[src/rtl/hazard_unit.sv]
// Pipeline hazard unit: tracks destination registers and result latency per
// stage, raises a load-use stall and selects operand forwarding paths.
module hazard_unit #(
  parameter int CNT_W = 32
) (
  input  logic             clk,
  input  logic             reset,
  input  logic [4:0]       rsD,
  input  logic [4:0]       rtD,
  input  logic             useRsD,
  input  logic             useRtD,
  input  logic             tUseRsD,
  input  logic [1:0]       tUseRtD,
  input  logic [4:0]       wAddrD,
  input  logic             regWriteD,
  input  logic [1:0]       tNewD,
  output logic             stall,
  output logic [1:0]       fwdRsD,
  output logic [1:0]       fwdRtD,
  output logic [1:0]       fwdRsE,
  output logic [1:0]       fwdRtE,
  output logic             fwdRtM,
  output logic [CNT_W-1:0] stallCnt
);

  logic [4:0]       addr_e_r, rs_e_r, rt_e_r;
  logic [1:0]       tnew_e_r;
  logic [4:0]       addr_m_r, rt_m_r;
  logic [1:0]       tnew_m_r;
  logic [4:0]       addr_w_r;
  logic [CNT_W-1:0] stall_cnt_r;
  logic [4:0]       waddr_d_s;
  logic [1:0]       tnew_m_next_s;
  logic             stall_rs_s, stall_rt_s;

  // A source stalls when a producer in E or M will not have its result in time.
  function automatic logic src_stall(input logic use_src, input logic [4:0] src,
                                     input logic [1:0] t_use,
                                     input logic [4:0] a_e, input logic [1:0] t_e,
                                     input logic [4:0] a_m, input logic [1:0] t_m);
    src_stall = use_src && (src != 5'd0) &&
                (((src == a_e) && (t_e > t_use)) || ((src == a_m) && (t_m > t_use)));
  endfunction

  // D-stage select: E result wins over M; only results already produced qualify.
  function automatic logic [1:0] sel_d(input logic [4:0] src,
                                       input logic [4:0] a_e, input logic [1:0] t_e,
                                       input logic [4:0] a_m, input logic [1:0] t_m);
    if (src == 5'd0) begin
      sel_d = 2'd0;
    end else if ((src == a_e) && (t_e == 2'd0)) begin
      sel_d = 2'd2;
    end else if ((src == a_m) && (t_m == 2'd0)) begin
      sel_d = 2'd1;
    end else begin
      sel_d = 2'd0;
    end
  endfunction

  // E-stage select: M result (if ready) wins over W.
  function automatic logic [1:0] sel_e(input logic [4:0] src,
                                       input logic [4:0] a_m, input logic [1:0] t_m,
                                       input logic [4:0] a_w);
    if (src == 5'd0) begin
      sel_e = 2'd0;
    end else if ((src == a_m) && (t_m == 2'd0)) begin
      sel_e = 2'd2;
    end else if (src == a_w) begin
      sel_e = 2'd1;
    end else begin
      sel_e = 2'd0;
    end
  endfunction

  // Resolve the D destination and the decremented latency entering M.
  always_comb begin
    waddr_d_s     = 5'd0;
    tnew_m_next_s = 2'd0;
    if (regWriteD) begin
      waddr_d_s = wAddrD;
    end else begin
      waddr_d_s = 5'd0;
    end
    if (tnew_e_r != 2'd0) begin
      tnew_m_next_s = tnew_e_r - 2'd1;
    end else begin
      tnew_m_next_s = 2'd0;
    end
  end

  // Stall and forwarding selects from current tracking state and D inputs.
  always_comb begin
    stall_rs_s = src_stall(useRsD, rsD, {1'b0, tUseRsD}, addr_e_r, tnew_e_r, addr_m_r, tnew_m_r);
    stall_rt_s = src_stall(useRtD, rtD, tUseRtD, addr_e_r, tnew_e_r, addr_m_r, tnew_m_r);
    stall      = stall_rs_s | stall_rt_s;
    fwdRsD     = sel_d(rsD, addr_e_r, tnew_e_r, addr_m_r, tnew_m_r);
    fwdRtD     = sel_d(rtD, addr_e_r, tnew_e_r, addr_m_r, tnew_m_r);
    fwdRsE     = sel_e(rs_e_r, addr_m_r, tnew_m_r, addr_w_r);
    fwdRtE     = sel_e(rt_e_r, addr_m_r, tnew_m_r, addr_w_r);
    if ((rt_m_r != 5'd0) && (rt_m_r == addr_w_r)) begin
      fwdRtM = 1'b1;
    end else begin
      fwdRtM = 1'b0;
    end
    stallCnt = stall_cnt_r;
  end

  // Stage tracking registers; a stall injects a bubble into E.
  always_ff @(posedge clk or posedge reset) begin
    if (reset) begin
      addr_e_r <= 5'd0;
      rs_e_r   <= 5'd0;
      rt_e_r   <= 5'd0;
      tnew_e_r <= 2'd0;
      addr_m_r <= 5'd0;
      rt_m_r   <= 5'd0;
      tnew_m_r <= 2'd0;
      addr_w_r <= 5'd0;
    end else begin
      if (stall) begin
        addr_e_r <= 5'd0;
        rs_e_r   <= 5'd0;
        rt_e_r   <= 5'd0;
        tnew_e_r <= 2'd0;
      end else begin
        addr_e_r <= waddr_d_s;
        rs_e_r   <= rsD;
        rt_e_r   <= rtD;
        tnew_e_r <= tNewD;
      end
      addr_m_r <= addr_e_r;
      rt_m_r   <= rt_e_r;
      tnew_m_r <= tnew_m_next_s;
      addr_w_r <= addr_m_r;
    end
  end

  // Stall-cycle statistics, wrapping naturally at the counter width.
  always_ff @(posedge clk or posedge reset) begin
    if (reset) begin
      stall_cnt_r <= '0;
    end else if (stall) begin
      stall_cnt_r <= stall_cnt_r + {{(CNT_W-1){1'b0}}, 1'b1};
    end else begin
      stall_cnt_r <= stall_cnt_r;
    end
  end

endmodule

[config.mk]
export PLATFORM = sky130hd
export DESIGN_NAME = hazard_unit
export DESIGN_NICKNAME = d
export VERILOG_FILES = /design/src/rtl/hazard_unit.sv
export SDC_FILE = /design/constraint.sdc
export NUM_CORES = 1
export LEC_CHECK = 0
export ABC_AREA = 1
export BUFFER_PORTS_ARGS = -buffer_cell sky130_fd_sc_hd__buf_2
export CORE_MARGIN = 2
export CORE_UTILIZATION = 50
export CTS_CLUSTER_DIAMETER = 80
export DETAILED_ROUTE_END_ITERATION = 10
export PLACE_DENSITY = 0.72
export RECOVER_POWER = 50
export SLEW_MARGIN = 40
export SYNTH_ARGS = -nofsm -noshare
export SYNTH_HDL_FRONTEND = slang
export SYNTH_SLANG_ARGS = --single-unit
[constraint.sdc]
create_clock -name clk -period 2.78 [get_ports clk]
set_clock_uncertainty 0.05 [all_clocks]
set_input_delay 0.556 -clock clk [delete_from_list [all_inputs] [get_ports clk]]
set_output_delay 0.556 -clock clk [all_outputs]
set_load 0.1 [all_outputs]
==> flow_summary.toml <==
[grt]
grt_pass1_wl_um = 16500
antenna_found_initial = 0
gr-total-overflow = 0
grtUsageTotal = 0.236
first_global_vias = 3515
grt_max_degree = 50

[place]
gp_congestion = 0.894
place_ws_ns = 0.238
port_buffers = 66
dp_hpwl_um = 7250

[critical_path]
cp_slowest_cell = "dfrtp_1"
path_buf_inv = 2
crit_type = "flip-flop to output port"
crit_chain = "inv_1 > ha_1 > nand2_1 > a21boi_0 > nand4_1 > nand2_1 > nand2_2 > nand2_2 > buf_12"
worst-r2r-setup-slack_ns = 0.54
worst_setup_path_start_kind = "flip-flop"
r2r_cells = 11
crit_path_max_fanout = 4
regToRegStartpoint = "tnew_e_r[0]$_DFF_PP0_"
worstPathArrival_ns = 1.96
crit_required_ns = 2.17
r2r-end = "stallCnt[27]$_DFFE_PP0P_"
max_stage_delay_ns = 0.38
cp-end-kind = "output port"
cp_top_family = "simple AND/OR/NAND/NOR gates"

[layout]
drive_gt1_frac = 0.175
fin_util = 0.586
num_antenna_cells = 0
nets = 661
fillers = 799
syn_to_final_growth_pct = 15.8

[synthesis]
syn_inst = 560
ys_seq_area_frac = 0.403
yosysTopAreaCellShare = 0.403
synth_nets = 592
yosysMostFrequentCell = "nand2_1"
synthArstFlopShare = 1.00
synthFlopType = "dfrtp_1"
synth-edff-count = 0
syn_area_um2 = 4100
synth_warnings = 0
synthTopCellsByArea = "dfrtp_1, nand2_1, xor2_1"
synth.avg_cell_area_um2 = 7.32
synth-seq-cells = 66
ys_top_cells_by_count = "nand2_1, dfrtp_1, nor2_1, inv_1, nand3_1"
synth_area_leader_cell = "dfrtp_1"
ys_types = 36

[detailed_routing]
drcViolationCount = 0
antenna_left = 0
routed_via_density = 5.12
wl_um = 9930
firstDrtPassIters = 5
wire_per_inst_um = 13.4
drtIter0Drc = 279
vias = 3780

[timing]
worstMarginPinSlew_ns = 1.16
fin_ws_ns = 0.218
drv_slew = 0
fmax_mhz = 390
hold_viol = 0
fin_worst_hold_slack_ns = 0.359
finalCriticalPeriod_ns = 2.56
tns_ns = 0
fin_crit_sh = 0.921
setup_viol = 0
slew_headroom = 0.228
rsz0062_at_grt = "no"

[floorplanning]
coreArea_um2 = 8090
boundaryPins = 67
die_w_um = 94.5
rows = 33
dieArea_um2 = 8940
start_util = 0.506
die-height_um = 94.5

[hold_path]
hold_depth = 3
hold_path.class = "input pin to flip-flop"
hold-path-endpoint = "tnew_e_r[0]$_DFF_PP0_"
hold_start = "tNewD[0]"

[power_and_ir_drop]
p_per_area_nw_per_um2 = 503
leakagePower_nw = 2.67
ir_worst_vdd_v = 0.000805

[cts]
path_clk_slew_ns = 0.07
cts_tree = "done"
numCtsBuffers = 9
cts_max_level = 3
clkLatencyLatePin_ns = 0.35
clock-sinks = 66
cts_hold_buffers = 0
clk_path_buf_depth = 2
cts_setup_buffers = 0
clockRootBuffer = "clkbuf_8"
cts_resized = 0

[job]
max_cap_viol_count = 0

[run_status]
outcome = "complete, no violations"
sequential cells by signal, summed over array words and instances, names as in the netlist:
register and cells:
tnew_m_r 2, rs_e_r 5, rt_m_r 5, addr_e_r 5
addr_m_r 5, tnew_e_r 2, stallCnt 32, rt_e_r 5
addr_w_r 5
worst max-delay path by stage:
stage                                from                       end  slack [ns]  cells after the start
finish              tnew_e_r[0]$_DFF_PP0_                     stall        0.22                      9
global route        tnew_e_r[1]$_DFF_PP0_                     stall        0.08                      8
CTS                 tnew_e_r[0]$_DFF_PP0_                     stall        0.20                      9
detailed placement             tUseRtD[1]  stallCnt[27]$_DFFE_PP0P_        0.24                     12
global placement               tUseRtD[1]     addr_e_r[3]$_DFF_PP0_        0.27                     11
floorplan           addr_w_r[2]$_DFF_PP0_                    fwdRtM       -0.20                      3
report_power, final:
part           switching (mW)  leakage (nW)  total (mW)  internal [mW]
Sequential             0.0751         0.863        1.09           1.01
Combinational           0.356          1.71       0.478          0.122
Clock                   0.385        0.0945       0.822          0.438
Total                   0.816          2.67        2.39           1.57
logic make-up after synthesis:
logic type                 share of synthesized area
AOI/OAI and AO/OA                             0.0202
adders and majority gates                     0.0214
buffers and inverters                         0.0794
DFF                                            0.403
xor gates and xnor gates                      0.0873
and+or+nand+nor                                0.389
metal layers:
| layer | GRT usage | vias up | wire length (µm) |
|---|---|---|---|
| li1 | - | 1898 | - |
| met1 | 0.324 | 1784 | 4580 |
| met2 | 0.375 | 88 | 4770 |
| met3 | 0.0399 | 10 | 453 |
| met4 | 0.0918 | 0 | 121 |
| met5 | 0 | - | 0 |
per-stage QoR:
step / instances / cell area, µm² / total power [mW]
5_1_grt: 739 / 4740 / 2.50
6_report: 739 / 4740 / 2.39
3_5_place_dp: 723 / 4550 / 1.59
3_3_place_gp: 723 / 4550 / 1.58
4_1_cts: 739 / 4760 / 2.40
2_1_floorplan: 560 / 4120 / 1.47
worst register-to-register path, cell delays in order, from the launching register on:
cell and delay [ns]:
dfrtp_1 0.38, inv_1 0.08, ha_1 0.27, nand2_1 0.05
a21boi_0 0.28, nand4_1 0.13, nand2_1 0.08, nand2_2 0.07
nand2_2 0.10, buf_4 0.46, nand2_1 0.14, nand2_1 0.09
placed cells by master (no fill, tap or decap), drive strengths merged, types with 2 or more instances in the layout:
master / n
nand3b: 9
nor3: 14
clkinv: 3
nand4: 17
nand3: 49
o21ai: 6
clkbuf: 16
xnor2: 12
a21boi: 2
nor4: 2
nor2: 64
inv: 64
clkinvlp: 3
nand2: 195
a21oi: 3
buf: 65
ha: 7
nor3b: 3
dfrtp: 66
xor2: 28
final cells by class:
cell class                      count  area, µm²  share of cell area
Timing Repair Buffer               71        370              0.0781
Inverter                           65        244              0.0514
Clock inverter                      6       66.3              0.0140
Sequential cell                    66       1650               0.348
Multi-Input combinational cell    416       2140               0.452
Tap cell                          105        131              0.0277
Clock buffer                       10        138              0.0290
No activity file was read; power rests on OpenSTA's default activity.
